`config.mk`:
```
export PLATFORM = sky130hd
export DESIGN_NAME = pc_fetch_unit
export DESIGN_NICKNAME = d
export VERILOG_FILES = /design/src/rtl/pc_fetch_unit.sv
export SDC_FILE = /design/constraint.sdc
export NUM_CORES = 1
export LEC_CHECK = 0
export CAP_MARGIN = 40
export CORE_MARGIN = 2
export CORE_UTILIZATION = 51
export CTS_CLUSTER_DIAMETER = 80
export DETAILED_ROUTE_END_ITERATION = 7
export HOLD_SLACK_MARGIN = 0.03
export PLACE_DENSITY_LB_ADDON = 0.08
export SYNTH_ARGS = -nofsm -noshare
export SYNTH_HDL_FRONTEND = slang
export SYNTH_SLANG_ARGS = --single-unit
```
`constraint.sdc`:
```
create_clock -name clk -period 3.8 [get_ports clk]
set_input_delay 1.14 -clock clk [delete_from_list [all_inputs] [get_ports clk]]
set_output_delay 1.14 -clock clk [all_outputs]
set_load 0.02 [all_outputs]
```
`src/rtl/pc_fetch_unit.sv`:
```
// pc_fetch_unit: PC sequencer with imem handshake, stall hold and redirect/flush handling.
// Optional PC_FETCH_MISALIGN_TRAP_EN sends misaligned redirects to TRAP_VECTOR with a sticky flag.
module pc_fetch_unit #(
  parameter logic [31:0] RESET_PC    = 32'h00000000,
  parameter logic [31:0] TRAP_VECTOR = 32'h00000080
) (
  input  logic        clk,
  input  logic        rst_n,
  input  logic [1:0]  pc_src,
  input  logic [31:0] pc_new,
  input  logic        stall,
  output logic        imem_req,
  output logic [31:0] imem_addr,
  input  logic        imem_ready,
  input  logic [31:0] imem_data,
  output logic [31:0] instr_out,
  output logic        instr_valid,
  output logic [31:0] pc_out,
  output logic [31:0] pc_plus4,
  output logic        flush,
  output logic        misalign_err
);
  typedef enum logic [1:0] {FETCH, WAIT, PEND} state_t;
  state_t state, state_nx;
  logic [31:0] pc, pc_nx, pend, pend_nx, instr_nx, pc_out_nx, tgt;
  logic valid_nx, req_en, redir, rdy;
`ifdef PC_FETCH_MISALIGN_TRAP_EN
  logic misalign;
  assign misalign = pc_new[1:0] != 2'b00;
  assign tgt = misalign ? TRAP_VECTOR : pc_new;
  always_ff @(posedge clk or negedge rst_n)
    if (!rst_n) misalign_err <= 1'b0;
    else if (redir && misalign) misalign_err <= 1'b1;
`else
  assign tgt = pc_new & 32'hFFFF_FFFC;
  assign misalign_err = 1'b0;
`endif
  assign redir = pc_src == 2'd1;
  // req_en keeps the first post-reset cycle request-free, so no response is consumed then
  assign rdy = imem_ready && req_en;
  assign imem_req = req_en && state != PEND;
  assign imem_addr = pc;
  assign pc_plus4 = pc_out + 32'd4;
  always_comb begin
    state_nx = state;
    pc_nx = pc;
    pend_nx = pend;
    instr_nx = instr_out;
    pc_out_nx = pc_out;
    valid_nx = instr_valid;
    if (redir) begin
      valid_nx = 1'b0;
      if (state != FETCH && !rdy) begin
        pend_nx = tgt;
        state_nx = PEND;
      end else begin
        pc_nx = tgt;
        state_nx = FETCH;
      end
    end else if (state == PEND) begin
      pc_nx = rdy ? pend : pc;
      state_nx = rdy ? FETCH : PEND;
    end else if (stall) begin
      state_nx = (req_en && !imem_ready) ? WAIT : FETCH;
    end else begin
      valid_nx = rdy;
      state_nx = (req_en && !imem_ready) ? WAIT : FETCH;
      if (rdy) begin
        instr_nx = imem_data;
        pc_out_nx = pc;
        pc_nx = pc + 32'd4;
      end
    end
  end
  always_ff @(posedge clk or negedge rst_n)
    if (!rst_n) begin
      state <= FETCH;
      pc <= RESET_PC;
      pend <= 32'h0;
      instr_out <= 32'h0;
      pc_out <= RESET_PC;
      instr_valid <= 1'b0;
      flush <= 1'b0;
      req_en <= 1'b0;
    end else begin
      state <= state_nx;
      pc <= pc_nx;
      pend <= pend_nx;
      instr_out <= instr_nx;
      pc_out <= pc_out_nx;
      instr_valid <= valid_nx;
      flush <= redir;
      req_en <= 1'b1;
    end
endmodule

```
==> run metrics, run 1 <==
worst skew pair latency 0.41 ns; final setup vio count 0; Worst Max-Slew Pin Slew 0.658 ns; TNS Setup 0 ns; Rel. slew slack 56.1%; Post-CTS Setup Bufs 0; Worst Setup Start Kind flip-flop; num rows 40; Worst Hold Class flip-flop to flip-flop; Final Slew Violations 0; hold_buf cts 0; yosys warns 0; P per Cell Area 610 nW/um^2; Distinct cells, synth 53; top cell type by total area after synthesis dfrtp_1; RSZ-0062 raised after global routing no; CTS tree built; FFs w/ async S/R, synth 100%; area of the multi-input gates 2960 um^2; synthesized instance count 694; first-pass GRT wire length 29300 um; TritonCTS buffer count 17; drt pass-1 iters 6; largest buffer count on any clock path 2; Final Cell Area 9100 um^2; Area contributors post-synth dfrtp_1, nand2_1, mux2_2, xnor2_1, o21ai_0; Top FF cell, synth dfrtp_1; post-detail-place hpwl 12800 um; placer congestion estimate 0.885; flop2flop setup slack 1.31 ns; initial antenna violation count 0; worst r2r src imem_addr[2]$_DFFE_PN0P_; final worst path period share 95.9%; register bit total from synthesis 127; clock skew 0.00765 ns; total track usage 28.0%; port bufs 192; clk root buf clkbuf_16; WP data required 2.66 ns; Yosys top cell area share 50.1%; sequential share of power 37.3%; chip height 116 um; fraction of layout cells with a size suffix above 1 9.85%; synthesized area 6350 um^2; fmax 0.274 GHz; Psw 0.00184 W; Critical Path Source pc_out[12]$_DFFE_PN0P_; crit path kind flip-flop to output pin; # IOs 202; Antenna Cells 0; Die X 116 um; GR Overflow Total 0; average routed wire per standard cell 17.3 um; CP endpoint kind output pin; post-detailed-route count of antenna-violating nets 0; DRC viols 0; initial core utilization 52.6%; Sink Count 127; Core Region 12100 um^2; combinational share of power 31.7%; die area 13400 um^2; Placement Cell Area 8440 um^2; Internal Pwr Total 0.00371 W; P_leak 4.08 nW; Storage cell area 3180 um^2; CP endpoint pc_plus4[24]; area grow syn2layout 43.4%; Min Clock Period, post-route 3.64 ns; R2R Path End imem_addr[24]$_DFFE_PN0P_; pre-CTS setup slack 0.453 ns; vias in the first global route 5775; Clock power frac 30.9%; DR iter-0 viols 492; drt via density 5.71; max cap viols 0; reg2reg path depth 6; largest net degree at the start of global routing 51; Worst-path clk slew 0.06 ns; Total Nets Final 953; CP Max Fanout 7; routed wire length 18300 um; Vias 6062; synth cell count leaders nand2_1, dfrtp_1, clkbuf_1, nor2_1, mux2_2; fillers 878; H-tree depth 4; status finished clean; peak supply drop 286 uV; Syn Area/Cell 9.15 um^2; Seq/Total Area, Yosys 50.1%; post_cts resized 0; Final Hold Vio Count 0; worst path arrival time 2.50 ns; EDFF count, synth 0; most common cell in the synthesized netlist nand2_1; Sw Share 33.2%; worst setup slack after layout 0.155 ns
-- logic make-up (layout without fill, tap and decap cells) --
| group | count (synthesis) | in the layout | synth area share [%] |
|---|---|---|---|
| adders and majority gates | 2 | 2 | 0.394 |
| DFF | 127 | 127 | 50.1 |
| xor gates and xnor gates | 43 | 43 | 5.93 |
| AOI/OAI and AO/OA | 108 | 108 | 11.1 |
| buffers and inverters | 56 | 249 | 4.04 |
| muxes | 31 | 31 | 5.48 |
| and+or+nand+nor | 325 | 325 | 22.8 |
| other | 2 | 8 | 0.118 |
-- per-stage QoR --
| stage | hold slack [ns] | instances | util [%] | total power, W |
|---|---|---|---|---|
| final | 0.472 | 1061 | 75.5 | 0.00555 |
| after global routing | 0.488 | 1061 | 75.5 | 0.00581 |
| after CTS | 0.475 | 1061 | 75.2 | 0.00557 |
| after detailed placement | 0.461 | 1030 | 70.0 | 0.00384 |
| after global placement | 0.456 | 1030 | 70.0 | 0.00378 |
| after floorplan | 0.467 | 700 | - | 0.00290 |
-- power by group through the flow --
stage | clock, W | sequential [W] | combinational [W]
after global routing | 0.00181 | 0.00212 | 0.00188
after global placement | 0 | 0.00205 | 0.00173
final | 0.00172 | 0.00207 | 0.00176
after detailed placement | 0 | 0.00208 | 0.00176
after CTS | 0.00174 | 0.00206 | 0.00177
after floorplan | 0 | 0.00223 | 0.000669
-- cells in the final DEF, fill, tap and decap left out, types with 25 or more instances in the layout --
cell	instances
nor2_1	27
clkdlybuf4s50_1	184
nand2_1	201
a21oi_1	27
xnor2_1	29
nand3_1	25
dfrtp_1	125
mux2_2	30
o21ai_0	28
-- routing by layer --
layer  track usage, %  part of all wire [%]
met5                0                     0
met4             11.1                   2.3
met3             5.39                   8.5
met2             45.2                    48
met1             37.6                    41
-- cell type report --
| class | count | share of cell area, % |
|---|---|---|
| timing repair buffer | 210 | 23.0 |
| sequential | 127 | 34.9 |
| inverter | 8 | 0.330 |
| clock inverter | 10 | 1.76 |
| tap | 168 | 2.31 |
| clock buffer | 21 | 5.17 |
| multi-input combinational | 517 | 32.5 |
-- worst min-delay path by stage --
stage | start | endpoint | slack, ns | depth (start not counted)
after global routing | instr_out[2]$_DFFE_PN0P_ | instr_out[2]$_DFFE_PN0P_ | 0.49 | 2
after global placement | instr_out[27]$_DFFE_PN0P_ | instr_out[27]$_DFFE_PN0P_ | 0.46 | 2
after detailed placement | instr_out[8]$_DFFE_PN0P_ | instr_out[8]$_DFFE_PN0P_ | 0.46 | 2
after CTS | instr_out[27]$_DFFE_PN0P_ | instr_out[27]$_DFFE_PN0P_ | 0.48 | 2
final | instr_out[5]$_DFFE_PN0P_ | instr_out[5]$_DFFE_PN0P_ | 0.47 | 2
after floorplan | req_en$_DFF_PN0_ | state[1]$_DFF_PN0_ | 0.47 | 1
-- sequential cells by signal, summed over array words and instances, names as in the netlist --
| register | count |
|---|---|
| instr_out | 32 |
| imem_addr | 30 |
| pc_out | 30 |
| pend | 30 |
| state | 2 |
| flush | 1 |
| instr_valid | 1 |
| req_en | 1 |
-- critical path: stages, from the launching register on --
cell and delay (ns):
dfrtp_2 0.43, and4_1 0.24, nand3_1 0.15, nor4_1 0.31, buf_4 0.19, xor2_1 0.14
clkdlybuf4s50_1 0.63
No activity file was read; power rests on OpenSTA's default activity.
==> run 2: changes to the inputs <==
--- a/config.mk
+++ b/config.mk
@@ -11,7 +11,7 @@
 export CTS_CLUSTER_DIAMETER = 80
 export DETAILED_ROUTE_END_ITERATION = 7
 export HOLD_SLACK_MARGIN = 0.03
-export PLACE_DENSITY_LB_ADDON = 0.08
+export PLACE_DENSITY_LB_ADDON = 0.15
 export SYNTH_ARGS = -nofsm -noshare
 export SYNTH_HDL_FRONTEND = slang
 export SYNTH_SLANG_ARGS = --single-unit
==> run 2 against run 1 <==
Effect of this change:
- hold slack worse by 0.0011 ns
- core utilization down 0.65 points
- total power down 4.0%
- non-clock buffer count down 1
- wire length up 0.14%
- via count down 1.7%
- fmax down 0.48%
- global-route usage down 0.34 points
- critical endpoint is now pc_plus4[13]
- highest routed layer unchanged
==> run metrics, run 2 (synthesized netlist as in run 1, its figures left out) <==
status finished clean; Min Clock Period, post-route 3.66 ns (+0.0174 ns); fmax 0.273 GHz (-0.48%); crit path kind flip-flop to output pin; flop2flop setup slack 1.36 ns (+0.05 ns); average routed wire per standard cell 17.3 um (+0.14%); max FFs per register 32 (unchanged); vias in the first global route 5656 (-2.1%); Internal Pwr Total 0.00351 W (-5.4%); initial antenna violation count 0 (unchanged); Die X 116 um (unchanged); Placement Cell Area 8440 um^2 (about the same); delay of the slowest critical-path stage 0.64 ns (about the same); hold_buf cts 0 (unchanged); Clock power frac 28.0% (-2.9 points); combinational share of power 33.1% (+1.4 points); port bufs 192 (unchanged); Largest Register instr_out; clk root buf clkbuf_16; routed wire length 18400 um (+0.14%); Antenna Cells 0 (unchanged); R2R Path End imem_addr[24]$_DFFE_PN0P_; Hold EP instr_out[31]$_DFFE_PN0P_; hold depth 2 (unchanged); DR iter-0 viols 707 (+44%); drt pass-1 iters 8 (+2); final core occ 74.8% (-0.65 points); TritonCTS buffer count 17 (unchanged); Layout Cells excl Fill 1061 (unchanged); worst skew pair latency 0.41 ns (about the same); P_leak 4.09 nW (+0.21%); reg2reg path depth 6 (unchanged); Critical Path Source pc_out[4]$_DFFE_PN0P_; max cap viols 0 (unchanged); CP Cell Sequence and4_1, and4_1, and2_1, nand2_1, xnor2_1, clkdlybuf4s50_1; Core Region 12100 um^2 (unchanged); Psw 0.00182 W (-1.2%); WP data required 2.66 ns (about the same); Rel. slew slack 59.2% (+3.1 points); Worst Hold Class flip-flop to flip-flop; min-delay src instr_out[31]$_DFFE_PN0P_; placer congestion estimate 0.860 (-2.8%); worst r2r src imem_addr[3]$_DFFE_PN0P_; most frequent cells in the layout nand2_1, clkdlybuf4s50_1, dfrtp_1, mux2_2, xnor2_1; worst setup slack after layout 0.138 ns (-0.0174 ns); drt via density 5.62 (-1.7%); final setup vio count 0 (unchanged); CTS tree built; Worst Max-Slew Pin Slew 0.612 ns (-0.0458 ns); post-detail-place hpwl 12900 um (+0.40%); Vias 5961 (-1.7%); most frequent CP cell and4_1; largest buffer count on any clock path 2 (unchanged); clock skew 0.00410 ns (-0.00356 ns); die area 13400 um^2 (unchanged); Worst Setup Start Kind flip-flop; initial core utilization 52.6% (unchanged); sequential share of power 38.9% (+1.6 points); fraction of layout cells with a size suffix above 1 9.29% (-0.56 points); Sink Count 127 (unchanged); Final Cell Area 9020 um^2 (-0.87%); Sw Share 34.2% (+0.97 points); chip height 116 um (unchanged); largest net degree at the start of global routing 66 (+29%); DRC viols 0 (unchanged); dpl cells 1029 (-0.097%); num rows 40 (unchanged); Final Hold Vio Count 0 (unchanged); Total Nets Final 952 (-0.10%); area grow syn2layout 42.2%; Critical-path top delay cell clkdlybuf4s50_1; # IOs 202 (unchanged); Post-CTS Setup Bufs 0 (unchanged); final worst path period share 96.4% (+0.46 points); Final Slew Violations 0 (unchanged); worst path arrival time 2.52 ns (+0.02 ns); first-pass GRT wire length 28700 um (-2.1%); GR Overflow Total 0 (unchanged); P per Cell Area 590 nW/um^2 (-3.2%); peak supply drop 353 uV (+24%); H-tree depth 4 (unchanged); most common cell after layout, fill and taps aside nand2_1; Worst-path clk slew 0.05 ns (about the same); total track usage 27.7% (-0.34 points); CP Max Fanout 6 (-1); post-detailed-route count of antenna-violating nets 0 (unchanged); CP endpoint kind output pin; pre-CTS setup slack 0.439 ns (-0.0138 ns)
-- run 2: cell count changes in the layout (fill, tap and decap cells not counted) --
| cell | delta |
|---|---|
| clkbuf_1 | +4 |
| bufinv_16 | -3 |
| clkdlybuf4s50_1 | -3 |
| clkinv_2 | +3 |
| dlymetal6s2s_1 | +3 |
| buf_4 | -2 |
| clkinv_4 | -2 |
| dfrtp_1 | +2 |
| dfrtp_2 | -2 |
| buf_6 | +1 |
| clkinvlp_4 | -1 |
| nand3_1 | -1 |
| nand3_2 | +1 |
-- run 2: power by group through the flow --
| stage | Clock (W) | Combinational [W] | Sequential (W) |
|---|---|---|---|
| 2_1_floorplan | 0 | 0.000669 | 0.00223 |
| 3_3_place_gp | 0 | 0.00172 | 0.00205 |
| 3_5_place_dp | 0 | 0.00177 | 0.00207 |
| 4_1_cts | 0.00152 | 0.00178 | 0.00206 |
| 5_1_grt | 0.00158 | 0.00188 | 0.00212 |
| 6_report | 0.00149 | 0.00177 | 0.00207 |
-- run 2: cell type report --
| cell class | count | area, um^2 |
|---|---|---|
| Tap cell | 168 | 210 |
| Sequential cell | 127 | 3180 |
| Fill cell | 873 | 3040 |
| Clock inverter | 7 | 60.1 |
| Timing Repair Buffer | 209 | 2100 |
| Multi-Input combinational cell | 517 | 2960 |
| Clock buffer | 25 | 485 |
| Inverter | 8 | 30.0 |
-- run 2: critical path, delay by kind of cell (launching register included) --
family | cells | cell delay, ns
xor gates and xnor gates | 1 | 0.15
buffers and inverters | 1 | 0.64
DFF | 1 | 0.44
and+or+nand+nor | 4 | 0.86
-- run 2: worst max path at each step --
stage | end | slack, ns
global route | pc_plus4[13] | -0.05
CTS | pc_plus4[14] | 0.0001
floorplan | pc_plus4[26] | 0.67
global placement | pc_plus4[26] | 0.47
finish | pc_plus4[13] | 0.14
detailed placement | pc_plus4[14] | 0.44
-- run 2: metal layers --
| layer | track usage, % | vias to the layer above | wire length [um] |
|---|---|---|---|
| met5 | 0 | - | 0 |
| met4 | 13.2 | 0 | 437 |
| met3 | 5.28 | 46 | 1150 |
| met2 | 44.9 | 300 | 9010 |
| met1 | 35.9 | 2855 | 7770 |
| li1 | - | 2760 | - |
-- run 2: stage by stage --
| stage | power, W | TNS [ns] | hold WS [ns] |
|---|---|---|---|
| 2_1_floorplan | 0.00290 | 0 | 0.467 |
| 3_3_place_gp | 0.00377 | 0 | 0.456 |
| 3_5_place_dp | 0.00384 | 0 | 0.462 |
| 4_1_cts | 0.00535 | 0 | 0.475 |
| 5_1_grt | 0.00558 | -0.0529 | 0.495 |
| 6_report | 0.00533 | 0 | 0.471 |
-- run 2: timing repair --
item                                   CTS  global route
setup endpoints to repair                0            16
endpoints found under the hold margin    0             0
gates resized for setup                  0            14
==> run 3: changes to the inputs <==
--- a/config.mk
+++ b/config.mk
@@ -8,9 +8,12 @@
 export CAP_MARGIN = 40
 export CORE_MARGIN = 2
 export CORE_UTILIZATION = 51
+export CTS_BUF_LIST = sky130_fd_sc_hd__clkbuf_4 sky130_fd_sc_hd__clkbuf_8
 export CTS_CLUSTER_DIAMETER = 80
 export DETAILED_ROUTE_END_ITERATION = 7
+export GPL_ROUTABILITY_DRIVEN = 0
 export HOLD_SLACK_MARGIN = 0.03
+export MAX_ROUTING_LAYER = met4
 export PLACE_DENSITY_LB_ADDON = 0.15
 export SYNTH_ARGS = -nofsm -noshare
 export SYNTH_HDL_FRONTEND = slang
==> run 3 against run 2 <==
Effect of this change:
- total power shrank 7.7%
- first-iteration DRC count is 19% lower
- via count is essentially flat
- hold slack gained 0.0037 ns
- clock-buffer cell count is the same
- critical path type unchanged
- largest power group unchanged
==> run metrics, run 3 (synthesized netlist as in run 1, its figures left out) <==
CTS tree built; fmax 0.277 GHz (+1.6%); clk root buf clkbuf_8; clock skew 0.00790 ns (+0.00380 ns); # IOs 202 (unchanged); drt pass-1 iters 6 (-2); average routed wire per standard cell 17.1 um (-1.1%); Worst Max-Slew Pin Slew 0.615 ns (+0.00350 ns); dpl cells 1029 (unchanged); final setup vio count 0 (unchanged); Storage cell area 3180 um^2 (unchanged); most common cell after layout, fill and taps aside nand2_1; chip height 116 um (unchanged); worst r2r src imem_addr[3]$_DFFE_PN0P_; max FFs per register 32 (unchanged); Largest Register instr_out; status finished clean; drt via density 5.62 (about the same); post-detailed-route count of antenna-violating nets 0 (unchanged); Worst-path clk slew 0.07 ns (+0.02 ns); Total Nets Final 952 (unchanged); TritonCTS buffer count 17 (unchanged); worst path arrival time 2.47 ns (-0.05 ns); worst skew pair latency 0.45 ns (+0.04 ns); GR Overflow Total 0 (unchanged); P_leak 4.05 nW (-0.92%); first-pass GRT wire length 28500 um (-0.60%); peak supply drop 302 uV (-15%); H-tree depth 4 (unchanged); crit path kind flip-flop to output pin; DRC viols 0 (unchanged); Layout Cells excl Fill 1061 (unchanged); Core Region 12100 um^2 (unchanged); largest net degree at the start of global routing 66 (unchanged); port bufs 192 (unchanged); hold_buf cts 0 (unchanged); DR iter-0 viols 574 (-19%); vias in the first global route 5594 (-1.1%); P per Cell Area 555 nW/um^2 (-6.0%); Rel. slew slack 59.0% (-0.23 points); CP endpoint kind output pin; fillers 893 (+2.3%); Final Hold Vio Count 0 (unchanged); post-detail-place hpwl 12900 um (unchanged); worst setup slack after layout 0.194 ns (+0.0561 ns); Antenna Cells 0 (unchanged); total track usage 28.5% (+0.79 points); die area 13400 um^2 (unchanged); largest buffer count on any clock path 2 (unchanged); initial antenna violation count 0 (unchanged); most frequent cells in the layout nand2_1, clkdlybuf4s50_1, dfrtp_1, mux2_2, xnor2_1; Worst Hold Class flip-flop to flip-flop; Die X 116 um (unchanged); final worst path period share 94.9% (-1.5 points); CP Max Fanout 7 (+1); area grow syn2layout 39.6%; Critical Path Source pc_out[12]$_DFFE_PN0P_; pre-CTS setup slack 0.439 ns (unchanged); min-delay src instr_out[31]$_DFFE_PN0P_; fraction of layout cells with a size suffix above 1 9.85% (+0.56 points); Final Slew Violations 0 (unchanged); initial core utilization 52.6% (unchanged); Min Clock Period, post-route 3.61 ns (-0.0561 ns); Worst Setup Start Kind flip-flop; Vias 5962 (+0.017%); routed wire length 18200 um (-1.1%); max cap viols 0 (unchanged); RSZ-0062 raised after global routing yes; Sink Count 127 (unchanged); WP data required 2.66 ns (about the same); num rows 40 (unchanged); area of the multi-input gates 2970 um^2 (+0.17%)
## run 3: layout make-up
| cell class | instances | area share, % |
|---|---|---|
| sequential | 127 | 35.9 |
| clock inverter | 7 | 0.678 |
| inverter | 8 | 0.339 |
| timing repair buffer | 209 | 23.7 |
| multi-input combinational | 517 | 33.5 |
| tap | 168 | 2.37 |
| clock buffer | 25 | 3.53 |
## run 3: report_power, final
| group | switching (W) | internal (W) | total, W |
|---|---|---|---|
| Clock | 0.000497 | 0.000598 | 0.00110 |
| Combinational | 0.000878 | 0.000875 | 0.00175 |
| Sequential | 0.000389 | 0.00168 | 0.00207 |
| Total | 0.00176 | 0.00315 | 0.00492 |
## run 3: worst paths after layout
path | slack, ns | cells after the start | endpoint
min in group asynchronous | 0.67 | 1 | pend[6]$_DFFE_PN0P_
max in group asynchronous | 2.32 | 2 | imem_addr[11]$_DFFE_PN0P_
worst min register to register | 0.47 | 2 | instr_out[31]$_DFFE_PN0P_
worst min-delay path | 0.47 | 2 | instr_out[31]$_DFFE_PN0P_
worst max register to register | 1.39 | 6 | imem_addr[24]$_DFFE_PN0P_
worst max-delay path | 0.19 | 6 | pc_plus4[20]
## run 3: metal layers
layer  share of wire (%)  global-route usage [%]  vias up
li1                    -                       -     2758
met1                  42                    36.9     2874
met2                  49                    43.6      280
met3                 6.5                    5.81       50
met4                 2.7                    12.4        0
met5                   0                       -        -
## run 3: repair_timing
item                       4_1_cts  5_1_grt
buffers inserted                 0        0
setup endpoints to repair        5       16
gates resized for setup          4       16
hold endpoints to repair         0        0
## run 3: worst max-delay path: stages (launching register included)
cell and delay [ns]:
dfrtp_1 0.46, and4_1 0.27, nand3_1 0.20, nor2_4 0.18, nand4_1 0.13, xnor2_1 0.16
clkdlybuf4s50_1 0.63
## run 3: metrics by stage
step | power (W) | setup TNS [ns] | hold WS [ns] | area [um^2] | util (%)
5_1_grt | 0.00517 | -0.0121 | 0.501 | 8860 | 73.4
4_1_cts | 0.00494 | 0 | 0.479 | 8810 | 73.0
6_report | 0.00492 | 0 | 0.475 | 8860 | 73.4
2_1_floorplan | 0.00290 | 0 | 0.467 | 6370 | -
3_5_place_dp | 0.00384 | 0 | 0.462 | 8440 | 70.0
3_3_place_gp | 0.00377 | 0 | 0.456 | 8440 | 70.0
